===== config.mk =====
export PLATFORM = sky130hd
export DESIGN_NAME = stopwatch_timer
export DESIGN_NICKNAME = d
export VERILOG_FILES = /design/src/rtl/stopwatch_timer.sv
export SDC_FILE = /design/constraint.sdc
export NUM_CORES = 1
export LEC_CHECK = 0
export BUFFER_PORTS_ARGS = -buffer_cell sky130_fd_sc_hd__buf_2
export CAP_MARGIN = 20
export CELL_PAD_IN_SITES_DETAIL_PLACEMENT = 1
export CELL_PAD_IN_SITES_GLOBAL_PLACEMENT = 1
export CORE_MARGIN = 1
export CORE_UTILIZATION = 35
export DETAILED_ROUTE_END_ITERATION = 12
export PLACE_DENSITY_LB_ADDON = 0.1
export SLEW_MARGIN = 0
export SYNTH_ARGS = -nofsm -noshare
export SYNTH_HDL_FRONTEND = slang
export SYNTH_SLANG_ARGS = --single-unit

===== constraint.sdc =====
create_clock -name clk_50Mhz -period 8 [get_ports clk_50Mhz]
set_clock_uncertainty 0.05 [all_clocks]
set_input_delay 1.6 -clock clk_50Mhz [delete_from_list [all_inputs] [get_ports clk_50Mhz]]
set_output_delay 1.6 -clock clk_50Mhz [all_outputs]
set_load 0.1 [all_outputs]

===== src/rtl/stopwatch_timer.sv =====
// stopwatch_timer: single-clock BCD mm:ss.mmm stopwatch/countdown with ms prescaler.
// Optional lap capture enabled by defining STOPWATCH_LAP_EN.
module stopwatch_timer #(
  parameter int TICK_DIV = 50000,
  parameter int MIN_DIGITS = 2,
  localparam int W = 4*(MIN_DIGITS+5)
) (
  input  logic         clk_50Mhz,
  input  logic         rst,
  input  logic         start,
  input  logic         pause,
  input  logic         load,
  input  logic         dir,
  input  logic [W-1:0] preset,
  input  logic         lap,
  output logic [W-1:0] time_bcd,
  output logic [W-1:0] lap_bcd,
  output logic         lap_valid,
  output logic         running,
  output logic         done,
  output logic         tick
);
  localparam int N = MIN_DIGITS + 5;
  localparam int PW = $clog2(TICK_DIV);
  localparam logic [PW-1:0] PMAX = PW'(TICK_DIV - 1);
  typedef enum logic [1:0] {IDLE, RUN, PAUSE, DONE} state_t;
  state_t state;
  logic [PW-1:0] presc;
  logic dir_q, itick, hit_zero, zstart;
  logic [W-1:0] up_v, dn_v, clean, nxt, live;
  logic [N-1:0] cy, bw;
  assign cy[0] = 1'b1;
  assign bw[0] = 1'b1;
  // per-digit ripple of carry/borrow enables; digit 4 (sec1) is modulo 6
  for (genvar i = 0; i < N; i++) begin : g_dig
    localparam logic [3:0] MX = (i == 4) ? 4'd5 : 4'd9;
    logic [3:0] d, p;
    assign d = time_bcd[4*i +: 4];
    assign p = preset[4*i +: 4];
    assign up_v[4*i +: 4] = cy[i] ? ((d == MX) ? 4'd0 : d + 4'd1) : d;
    assign dn_v[4*i +: 4] = bw[i] ? ((d == 4'd0) ? MX : d - 4'd1) : d;
    assign clean[4*i +: 4] = (p > MX) ? 4'd0 : p;
    if (i < N-1) begin : g_c
      assign cy[i+1] = cy[i] && (d == MX);
      assign bw[i+1] = bw[i] && (d == 4'd0);
    end
  end
  assign itick = (state == RUN) && (presc == PMAX);
  assign nxt = dir_q ? dn_v : up_v;
  assign live = itick ? nxt : time_bcd;
  assign hit_zero = itick && dir_q && (nxt == '0);
  assign zstart = dir && (time_bcd == '0);
  always_ff @(posedge clk_50Mhz or posedge rst) begin
    if (rst) begin
      state <= IDLE;
      presc <= '0;
      dir_q <= 1'b0;
      time_bcd <= '0;
      running <= 1'b0;
      done <= 1'b0;
      tick <= 1'b0;
    end else begin
      tick <= itick && !load;
      if (load) begin
        state <= IDLE;
        running <= 1'b0;
        time_bcd <= clean;
        presc <= '0;
        done <= 1'b0;
      end else begin
        case (state)
          IDLE: if (start) begin
            dir_q <= dir;
            state <= zstart ? DONE : RUN;
            running <= !zstart;
            done <= zstart;
            presc <= '0;
          end
          RUN: begin
            time_bcd <= live;
            presc <= itick ? '0 : presc + 1'b1;
            if (hit_zero) begin
              state <= DONE;
              running <= 1'b0;
              done <= 1'b1;
            end else if (pause) begin
              state <= PAUSE;
              running <= 1'b0;
            end
          end
          PAUSE: if (start) begin
            state <= RUN;
            running <= 1'b1;
          end
          default: time_bcd <= '0;
        endcase
      end
    end
  end
`ifdef STOPWATCH_LAP_EN
  always_ff @(posedge clk_50Mhz or posedge rst) begin
    if (rst) begin
      lap_bcd <= '0;
      lap_valid <= 1'b0;
    end else if (load) begin
      lap_valid <= 1'b0;
    end else if (lap && (state == RUN || state == PAUSE)) begin
      lap_bcd <= live;
      lap_valid <= 1'b1;
    end
  end
`else
  logic unused_lap;
  assign unused_lap = lap;
  assign lap_bcd = '0;
  assign lap_valid = 1'b0;
`endif
endmodule


==> impl_metrics.json, run 1 <==
{
  "cts_tree": "done",
  "worst_pin_slew_ns": 1.05,
  "cts_root_buf": "clkbuf_16",
  "hold_class": "reg2reg",
  "grt_pass1_vias": 4583,
  "slew_violations": 0,
  "crit_top_cell": "nor4_1",
  "gp_congestion": 0.921,
  "r2r_end": "running$_DFFE_PP0P_",
  "cts_inserted_buffers": 5,
  "min_period_ns": 4.60,
  "antenna_left": 0,
  "overflow": 0,
  "globalRouteMet2Util_pct": 39.5,
  "grt_pass1_wl_microns": 24800,
  "ctsHoldBuffers": 0,
  "wl_microns": 15500,
  "rsz0062_at_grt": "no",
  "area_delta_synth_final_pct": 9.32,
  "nets": 667,
  "clkTransAtPathRegs_ns": 0.08,
  "row_count": 41,
  "ys_ff_latch": 50,
  "finalSetupTns_ns": 0,
  "diodes": 0,
  "hold_end": "presc[1]$_DFFE_PP0P_",
  "synth_edf_count": 0,
  "cts.repair.resized": 0,
  "die_h_microns": 116,
  "synth_async_sr_flop_share_pct": 100,
  "hold-worst-slack_ns": 0.479,
  "post-place-cells": 793,
  "cp_data_arrival_time_ns": 4.75,
  "fin_cells": 801,
  "htreeDepth": 2,
  "drc": 0,
  "worst_path_dominant_cell_family": "simple AND/OR/NAND/NOR gates",
  "detail_route.vias_per_cell": 5.86,
  "io_pins": 95,
  "switching_share_pct": 62.4,
  "start_util_pct": 36.1,
  "cts_setup_buffers": 0,
  "syn_area_sq_um": 4580,
  "hold_violations": 0,
  "wl_per_cell_microns": 19.4,
  "ir_worst_vdd_mv": 0.262,
  "maxCapViolations": 0,
  "crit_path_start_kind": "flop",
  "drive_gt1_share_pct": 16.9,
  "clock_latency_ns": 0.31,
  "pwr-share-seq_pct": 25.2,
  "dr.pass1.iters": 4,
  "drtIter0Drc": 172,
  "powerDensity_nw_per_um2": 404,
  "path_buf_inv": 0,
  "grt_start_max_net_pins": 51,
  "antenna_found_initial": 0,
  "busiest_layer": "met2",
  "dpl.hpwl_microns": 11100,
  "r2r_start": "time_bcd[0]$_DFFE_PP0P_",
  "core_area_sq_um": 12700,
  "grtUsageTotal_pct": 24.1,
  "synth_top_area_share_pct": 27.3,
  "power.net_switching_w": 0.00126,
  "avgSynthCellArea_sq_um": 7.65,
  "path_class": "reg2reg",
  "yosysWarningCount": 0,
  "io_buffers": 64,
  "cp_max_fo": 19,
  "use_met1_pct": 32.2,
  "synth_cell_types": 79,
  "regToRegSetupSlack_ns": 3.40,
  "period_share_pct": 57.5,
  "startpoint": "time_bcd[0]$_DFFE_PP0P_",
  "worst_r2r_path_depth": 9,
  "cts_max_path_buffers": 2,
  "setup_viol": 0,
  "leakagePower_nw": 2.01,
  "synth_ff_type": "dfrtp_1",
  "pwr-share-comb_pct": 63.2,
  "vias": 4694,
  "yosysTopAreaCell": "dfrtp_1",
  "critPathMaxStageDelay_ns": 0.82,
  "synth_seq_area_share_pct": 27.3,
  "path_cells": "or4_1 > or4_2 > nor4_1 > mux2_2 > nor4_1 > nand4_1 > nor4_4 > a21oi_2 > mux2_1",
  "netlist_top_cells_area": "dfrtp_1, nor2_1, o21ai_0",
  "max_freq_ghz": 0.217,
  "holdPathStages": 2,
  "cts.sinks": 50,
  "relSlewSlack_pct": 29.1,
  "p_int_w": 0.000761,
  "clkPwrFrac_pct": 11.6,
  "min_from": "presc[1]$_DFFE_PP0P_",
  "status": "finished clean",
  "use_met3_pct": 3.94,
  "fillers": 1597,
  "cp.required_ns": 8.15,
  "critical_path.slowest_cell": "or4_1",
  "postSynthCellCount": 599,
  "die_w_microns": 116,
  "cp-end-kind": "flop",
  "dieArea_sq_um": 13500
}
## per-stage QoR
stage	total power, W	instance area, sq um	setup WS [ns]	utilization [%]
after global placement	0.00176	4850	3.47	38.3
after detailed placement	0.00179	4850	3.44	38.3
after global routing	0.00215	5010	3.16	39.5
after floorplan	0.00153	4680	3.67	-
final	0.00202	5010	3.40	39.5
after CTS	0.00203	5010	3.43	39.5
## flip-flops by register name, indices dropped and copies added (netlist names)
| name | count |
|---|---|
| presc | 16 |
| tick | 1 |
| time_bcd | 28 |
| state | 2 |
| dir_q | 1 |
| running | 1 |
| done | 1 |
## synth_stat cells, drive strengths merged, types with 6 or more instances
cell type	instances
mux2i	11
nand4	9
a31oi	7
and2	6
nor3	18
o21ai	50
xnor2	8
a221oi	12
inv	20
nor4	23
nor4bb	6
dfrtp	50
nand2	53
or3	9
nand2b	8
a211oi	6
clkbuf	37
nand3	15
buf	38
nor2b	9
xor2	6
a21oi	25
or4	9
nor2	65
## worst max path at each step
stage / end / depth (start not counted) / slack, ns
after floorplan: running$_DFFE_PP0P_ / 10 / 3.67
after global placement: running$_DFFE_PP0P_ / 9 / 3.47
after detailed placement: running$_DFFE_PP0P_ / 9 / 3.44
after CTS: running$_DFFE_PP0P_ / 9 / 3.43
after global routing: state[0]$_DFFE_PP0P_ / 9 / 3.16
final: running$_DFFE_PP0P_ / 9 / 3.40
## per-layer routing
metal / vias to the layer above / wire [microns]
met5: - / 0
met4: 0 / 380
met3: 23 / 770
met2: 123 / 7330
met1: 2340 / 7030
li1: 2208 / -
## cell usage in the layout, fill, tap and decap left out, types with 11 or more instances in the layout
cell      synthesis  layout
nor3_1           18      18
nor4_1           20      20
dfrtp_1          50      50
inv_1            20      19
mux2i_1          11      11
conb_1            1      29
o21ai_0          47      47
nor2_1           65      65
a221oi_1         11      11
buf_2             6      64
nand3_1          15      15
a21oi_1          24      24
nand2_1          53      53
## layout make-up
class | count | area (sq um) | share of cell area (%)
clock buffers | 5 | 125 | 2.50
clock inverters | 3 | 26.3 | 0.525
inverters | 21 | 78.8 | 1.57
multi-input cells | 481 | 2950 | 59.0
flip-flops and latches | 50 | 1250 | 25.0
well taps | 172 | 215 | 4.30
repair buffers | 69 | 358 | 7.15
## tightest hold or removal path: cells and delay by family (launching register included)
family / cells / cell delay (ns)
DFF: 1 / 0.38
AOI/OAI and AO/OA: 1 / 0.06
and+or+nand+nor: 1 / 0.05
## kinds of logic (layout without fill, tap and decap cells)
kind of cell    Yosys count  in the layout  share of synthesized area [%]
compound gates          154            154                           22.4
xor+xnor                 14             14                           2.68
fa+ha+maj                 4              4                           1.09
buf+inv                  96             98                           10.7
flops                    50             50                           27.3
mux                      16             16                           3.63
other cells               1             29                         0.0819
simple gates            264            264                           32.1
## power groups by stage
stage	clock network, W	logic, W	registers [W]
finish	0.000234	0.00128	0.000509
global route	0.000251	0.00137	0.000529
CTS	0.000242	0.00129	0.000505
detailed placement	0	0.00128	0.000510
global placement	0	0.00126	0.000503
floorplan	0	0.000738	0.000791
No activity file was read; power rests on OpenSTA's default activity.
==> run 2: changes to the inputs <==
==> constraint.sdc (replaced) <==
create_clock -name clk_50Mhz -period 4.1 [get_ports clk_50Mhz]
set_clock_uncertainty 0.05 [all_clocks]
set_input_delay 0.82 -clock clk_50Mhz [delete_from_list [all_inputs] [get_ports clk_50Mhz]]
set_output_delay 0.82 -clock clk_50Mhz [all_outputs]
set_load 0.1 [all_outputs]
==> impl_metrics.json, run 2 (synthesized netlist as in run 1, its figures left out) <==
{
  "worst_pin_slew_ns": 0.804,
  "drtIter0Drc": 224,
  "cp-end-kind": "flop",
  "ctsHoldBuffers": 0,
  "status": "finished clean",
  "die_h_microns": 116,
  "largest_reg_flops": 28,
  "maxCapViolations": 0,
  "drive_gt1_share_pct": 21.7,
  "io_pins": 95,
  "wl_microns": 16100,
  "largest_register": "time_bcd",
  "powerDensity_nw_per_um2": 787,
  "hold_violations": 0,
  "max_freq_ghz": 0.254,
  "ir_worst_vdd_mv": 0.537,
  "cp_data_arrival_time_ns": 4.07,
  "worst_r2r_path_depth": 9,
  "regToRegSetupSlack_ns": 0.17,
  "grt_pass1_vias": 4871,
  "period_share_pct": 95.9,
  "vias": 4827,
  "cp.required_ns": 4.24,
  "setup_viol": 0,
  "overflow": 0,
  "dieArea_sq_um": 13500,
  "dpl.hpwl_microns": 12000,
  "dr.pass1.iters": 4,
  "cts.sinks": 50,
  "crit_path_start_kind": "flop",
  "clkTransAtPathRegs_ns": 0.07,
  "cts_setup_buffers": 0,
  "fillers": 1590,
  "diodes": 0,
  "start_util_pct": 36.1,
  "rsz0062_at_grt": "no",
  "nets": 698,
  "leakagePower_nw": 2.16,
  "hold-worst-slack_ns": 0.480,
  "reg_top3": "time_bcd (28), presc (16), state (2)",
  "antenna_found_initial": 0,
  "htreeDepth": 2,
  "final_common_cell": "nor2_1",
  "hold_class": "reg2reg",
  "cp_max_fo": 7,
  "grt_start_max_net_pins": 38,
  "wl_per_cell_microns": 19.4,
  "die_w_microns": 116,
  "area_delta_synth_final_pct": 14.7,
  "cts_inserted_buffers": 5,
  "grt_pass1_wl_microns": 26000,
  "path_class": "reg2reg",
  "finalPower_w": 0.00413,
  "core_area_sq_um": 12700,
  "cts_tree": "done",
  "cts_root_buf": "clkbuf_16",
  "slew_violations": 0,
  "dpl_worst_slack_ns": 0.157,
  "detail_route.vias_per_cell": 5.80,
  "grtUsageTotal_pct": 25.0,
  "worst_slack_ns": 0.166,
  "relSlewSlack_pct": 46.3,
  "antenna_left": 0,
  "holdPathStages": 1,
  "drc": 0,
  "gp_congestion": 0.846,
  "final_cell_mix": "nor2_1, buf_2, nand2_1, o21ai_0, dfrtp_1",
  "io_buffers": 64,
  "cts_max_path_buffers": 2,
  "row_count": 41,
  "finalSetupTns_ns": 0,
  "cts.repair.resized": 0,
  "clock_latency_ns": 0.31,
  "min_period_ns": 3.93
}
-- run 2: routing by layer --
| layer | vias up | routed length (microns) | track usage (%) |
|---|---|---|---|
| met2 | 109 | 7730 | 42.1 |
| met1 | 2416 | 7370 | 32.6 |
| li1 | 2279 | - | - |
| met5 | - | 0 | 0 |
| met4 | 0 | 359 | 8.29 |
| met3 | 23 | 648 | 3.79 |
-- run 2: worst paths after layout --
kind	from	end
worst max-delay path	time_bcd[0]$_DFFE_PP0P_	running$_DFFE_PP0P_
worst min-delay path	presc[3]$_DFFE_PP0P_	presc[3]$_DFFE_PP0P_
worst max register to register	time_bcd[0]$_DFFE_PP0P_	running$_DFFE_PP0P_
worst min register to register	presc[3]$_DFFE_PP0P_	presc[3]$_DFFE_PP0P_
max in group asynchronous	rst	time_bcd[0]$_DFFE_PP0P_
min in group asynchronous	rst	time_bcd[20]$_DFFE_PP0P_
-- run 2: cell type report --
cell class / instances / area [sq um] / area share [%]
clock inverters: 3 / 28.8 / 0.548
inverters: 21 / 78.8 / 1.50
repair buffers: 100 / 591 / 11.2
well taps: 172 / 215 / 4.10
multi-input cells: 481 / 2960 / 56.3
clock buffers: 5 / 125 / 2.38
flip-flops and latches: 50 / 1260 / 23.9
-- run 2: power breakdown --
group          switching [W]  internal (W)  leakage, nW
Clock               0.000219      0.000235       0.0763
Combinational        0.00212      0.000752         1.43
Sequential          0.000187      0.000622        0.654
Total                0.00252       0.00161         2.16
-- run 2: critical path: stages (launching register included) --
cell	delay, ns
dfrtp_2	0.40
or4_1	0.72
or4_2	0.68
nor4_2	0.36
mux2_2	0.41
nor4_1	0.27
nand4_1	0.18
nor4_4	0.29
a21oi_2	0.14
mux2_1	0.32
-- run 2: per-stage QoR --
step | utilization (%) | cell area [sq um] | instances
2_1_floorplan | - | 4700 | 627
3_3_place_gp | 40.2 | 5100 | 824
3_5_place_dp | 40.2 | 5100 | 824
4_1_cts | 41.5 | 5250 | 832
5_1_grt | 41.5 | 5250 | 832
6_report | 41.5 | 5250 | 832
==> run 3: changes to the inputs <==
--- a/config.mk
+++ b/config.mk
@@ -10,7 +10,7 @@
 export CELL_PAD_IN_SITES_DETAIL_PLACEMENT = 1
 export CELL_PAD_IN_SITES_GLOBAL_PLACEMENT = 1
 export CORE_MARGIN = 1
-export CORE_UTILIZATION = 35
+export CORE_UTILIZATION = 37
 export DETAILED_ROUTE_END_ITERATION = 12
 export PLACE_DENSITY_LB_ADDON = 0.1
 export SLEW_MARGIN = 0
==> impl_metrics.json, run 3 (synthesized netlist as in run 1, its figures left out) <==
{
  "pwr-share-seq_pct": 19.3,
  "wl_per_cell_microns": 19.1,
  "overflow": 0,
  "area_delta_synth_final_pct": 14.8,
  "core_area_sq_um": 12100,
  "path_buf_inv": 2,
  "finalSetupTns_ns": 0,
  "cts.sinks": 50,
  "diodes": 0,
  "drive_gt1_share_pct": 21.8,
  "dieArea_sq_um": 12800,
  "stdcell_area_sq_um": 5260,
  "fin_cells": 829,
  "grt_pass1_vias": 4828,
  "switching_share_pct": 60.9,
  "clock_latency_ns": 0.31,
  "reg_top3": "time_bcd (28), presc (16), state (2)",
  "power.net_switching_w": 0.00252,
  "relSlewSlack_pct": 33.6,
  "setup_viol": 0,
  "grt_pass1_wl_microns": 26100,
  "dpl.hpwl_microns": 11900,
  "dr.pass1.iters": 4,
  "worst_pin_slew_ns": 0.996,
  "clkTransAtPathRegs_ns": 0.07,
  "startpoint": "time_bcd[0]$_DFFE_PP0P_",
  "cp.required_ns": 4.24,
  "multi_input_area_sq_um": 2960,
  "path_cells": "or4_1 > buf_4 > nor4_1 > buf_4 > mux2i_1 > mux2i_1 > a2111oi_1 > nand4b_1 > nor4_4 > a21oi_2 > mux2_1",
  "io_pins": 95,
  "cts_tree": "done",
  "min_period_ns": 3.85,
  "largest_reg_flops": 28,
  "hold_violations": 0,
  "die_h_microns": 113,
  "nets": 699,
  "clkPwrFrac_pct": 11.3,
  "hold_class": "reg2reg",
  "critical_path.slowest_cell": "or4_1",
  "crit_path_start_kind": "flop",
  "die_w_microns": 113,
  "cts_setup_buffers": 0,
  "finalPower_w": 0.00413,
  "maxCapViolations": 0,
  "worst_slack_ns": 0.252,
  "cp_max_fo": 8,
  "dpl_cell_area_sq_um": 5100,
  "min_from": "presc[2]$_DFFE_PP0P_",
  "final_common_cell": "nor2_1",
  "antenna_left": 0,
  "start_util_pct": 38.0,
  "ctsHoldBuffers": 0,
  "post-place-cells": 821,
  "path_class": "reg2reg",
  "powerDensity_nw_per_um2": 786,
  "pwr-share-comb_pct": 69.4,
  "period_share_pct": 93.8,
  "cp_data_arrival_time_ns": 3.98,
  "grt_start_max_net_pins": 40,
  "status": "finished clean",
  "wl_microns": 15800,
  "r2r_start": "time_bcd[0]$_DFFE_PP0P_",
  "vias": 4774,
  "cp-end-kind": "flop",
  "antenna_found_initial": 1,
  "fillers": 1520,
  "cts_max_path_buffers": 2,
  "rsz0062_at_grt": "no",
  "critPathMaxStageDelay_ns": 0.65,
  "gp_congestion": 0.905,
  "regArea_sq_um": 1260,
  "max_freq_ghz": 0.260,
  "largest_register": "time_bcd",
  "final_cell_mix": "nor2_1, buf_2, nand2_1, o21ai_0, dfrtp_1",
  "drtIter0Drc": 319,
  "dpl_worst_slack_ns": 0.168,
  "drc": 0,
  "p_int_w": 0.00162,
  "cts_root_buf": "clkbuf_16",
  "slew_violations": 0,
  "grtUsageTotal_pct": 25.9,
  "cts_inserted_buffers": 5,
  "ir_worst_vdd_mv": 0.452,
  "leakagePower_nw": 2.16,
  "worst_path_dominant_cell_family": "simple AND/OR/NAND/NOR gates",
  "detail_route.vias_per_cell": 5.76,
  "htreeDepth": 2,
  "row_count": 40,
  "io_buffers": 64,
  "cts.repair.resized": 0
}
==> run 3: worst paths after layout <==
check                                               end  slack, ns  depth (start not counted)
min in group asynchronous       time_bcd[6]$_DFFE_PP0P_       0.49                          2
worst max-delay path                running$_DFFE_PP0P_       0.25                         11
worst max register to register      running$_DFFE_PP0P_       0.25                         11
max in group asynchronous              done$_DFFE_PP0P_       2.72                          3
worst min-delay path               presc[2]$_DFFE_PP0P_       0.47                          1
worst min register to register     presc[2]$_DFFE_PP0P_       0.47                          1
==> run 3: worst reg2reg max path: stages (launching register included) <==
cell and delay (ns):
dfrtp_2 0.40, or4_1 0.65, buf_4 0.23, nor4_1 0.23, buf_4 0.18, mux2i_1 0.18, mux2i_1 0.17, a2111oi_1 0.53
nand4b_1 0.25, nor4_4 0.41, a21oi_2 0.14, mux2_1 0.32
==> run 3: stage by stage <==
| step | util, % | hold WS, ns |
|---|---|---|
| final | 43.6 | 0.473 |
| after floorplan | - | 0.425 |
| after CTS | 43.6 | 0.477 |
| after detailed placement | 42.3 | 0.463 |
| after global placement | 42.3 | 0.452 |
| after global routing | 43.6 | 0.499 |
==> run 3: routing by layer <==
layer	share of wire, %	track usage, %
met1	46	35.9
met4	0.74	4.91
met2	48	43.0
met3	5.1	3.64
met5	0.11	0
==> run 3: power groups by stage <==
stage / logic, W / registers [W] / clock network, W
2_1_floorplan: 0.00144 / 0.00155 / 0
3_3_place_gp: 0.00280 / 0.000797 / 0
3_5_place_dp: 0.00285 / 0.000806 / 0
4_1_cts: 0.00286 / 0.000796 / 0.000472
5_1_grt: 0.00306 / 0.000821 / 0.000492
6_report: 0.00287 / 0.000798 / 0.000467
==> run 3: area by class of cell <==
cell class,count,share of cell area (%)
timing repair buffer,101,11.4
multi-input combinational,481,56.3
sequential,50,23.9
clock buffer,6,2.64
clock inverter,2,0.309
inverter,21,1.50
tap,168,4.00
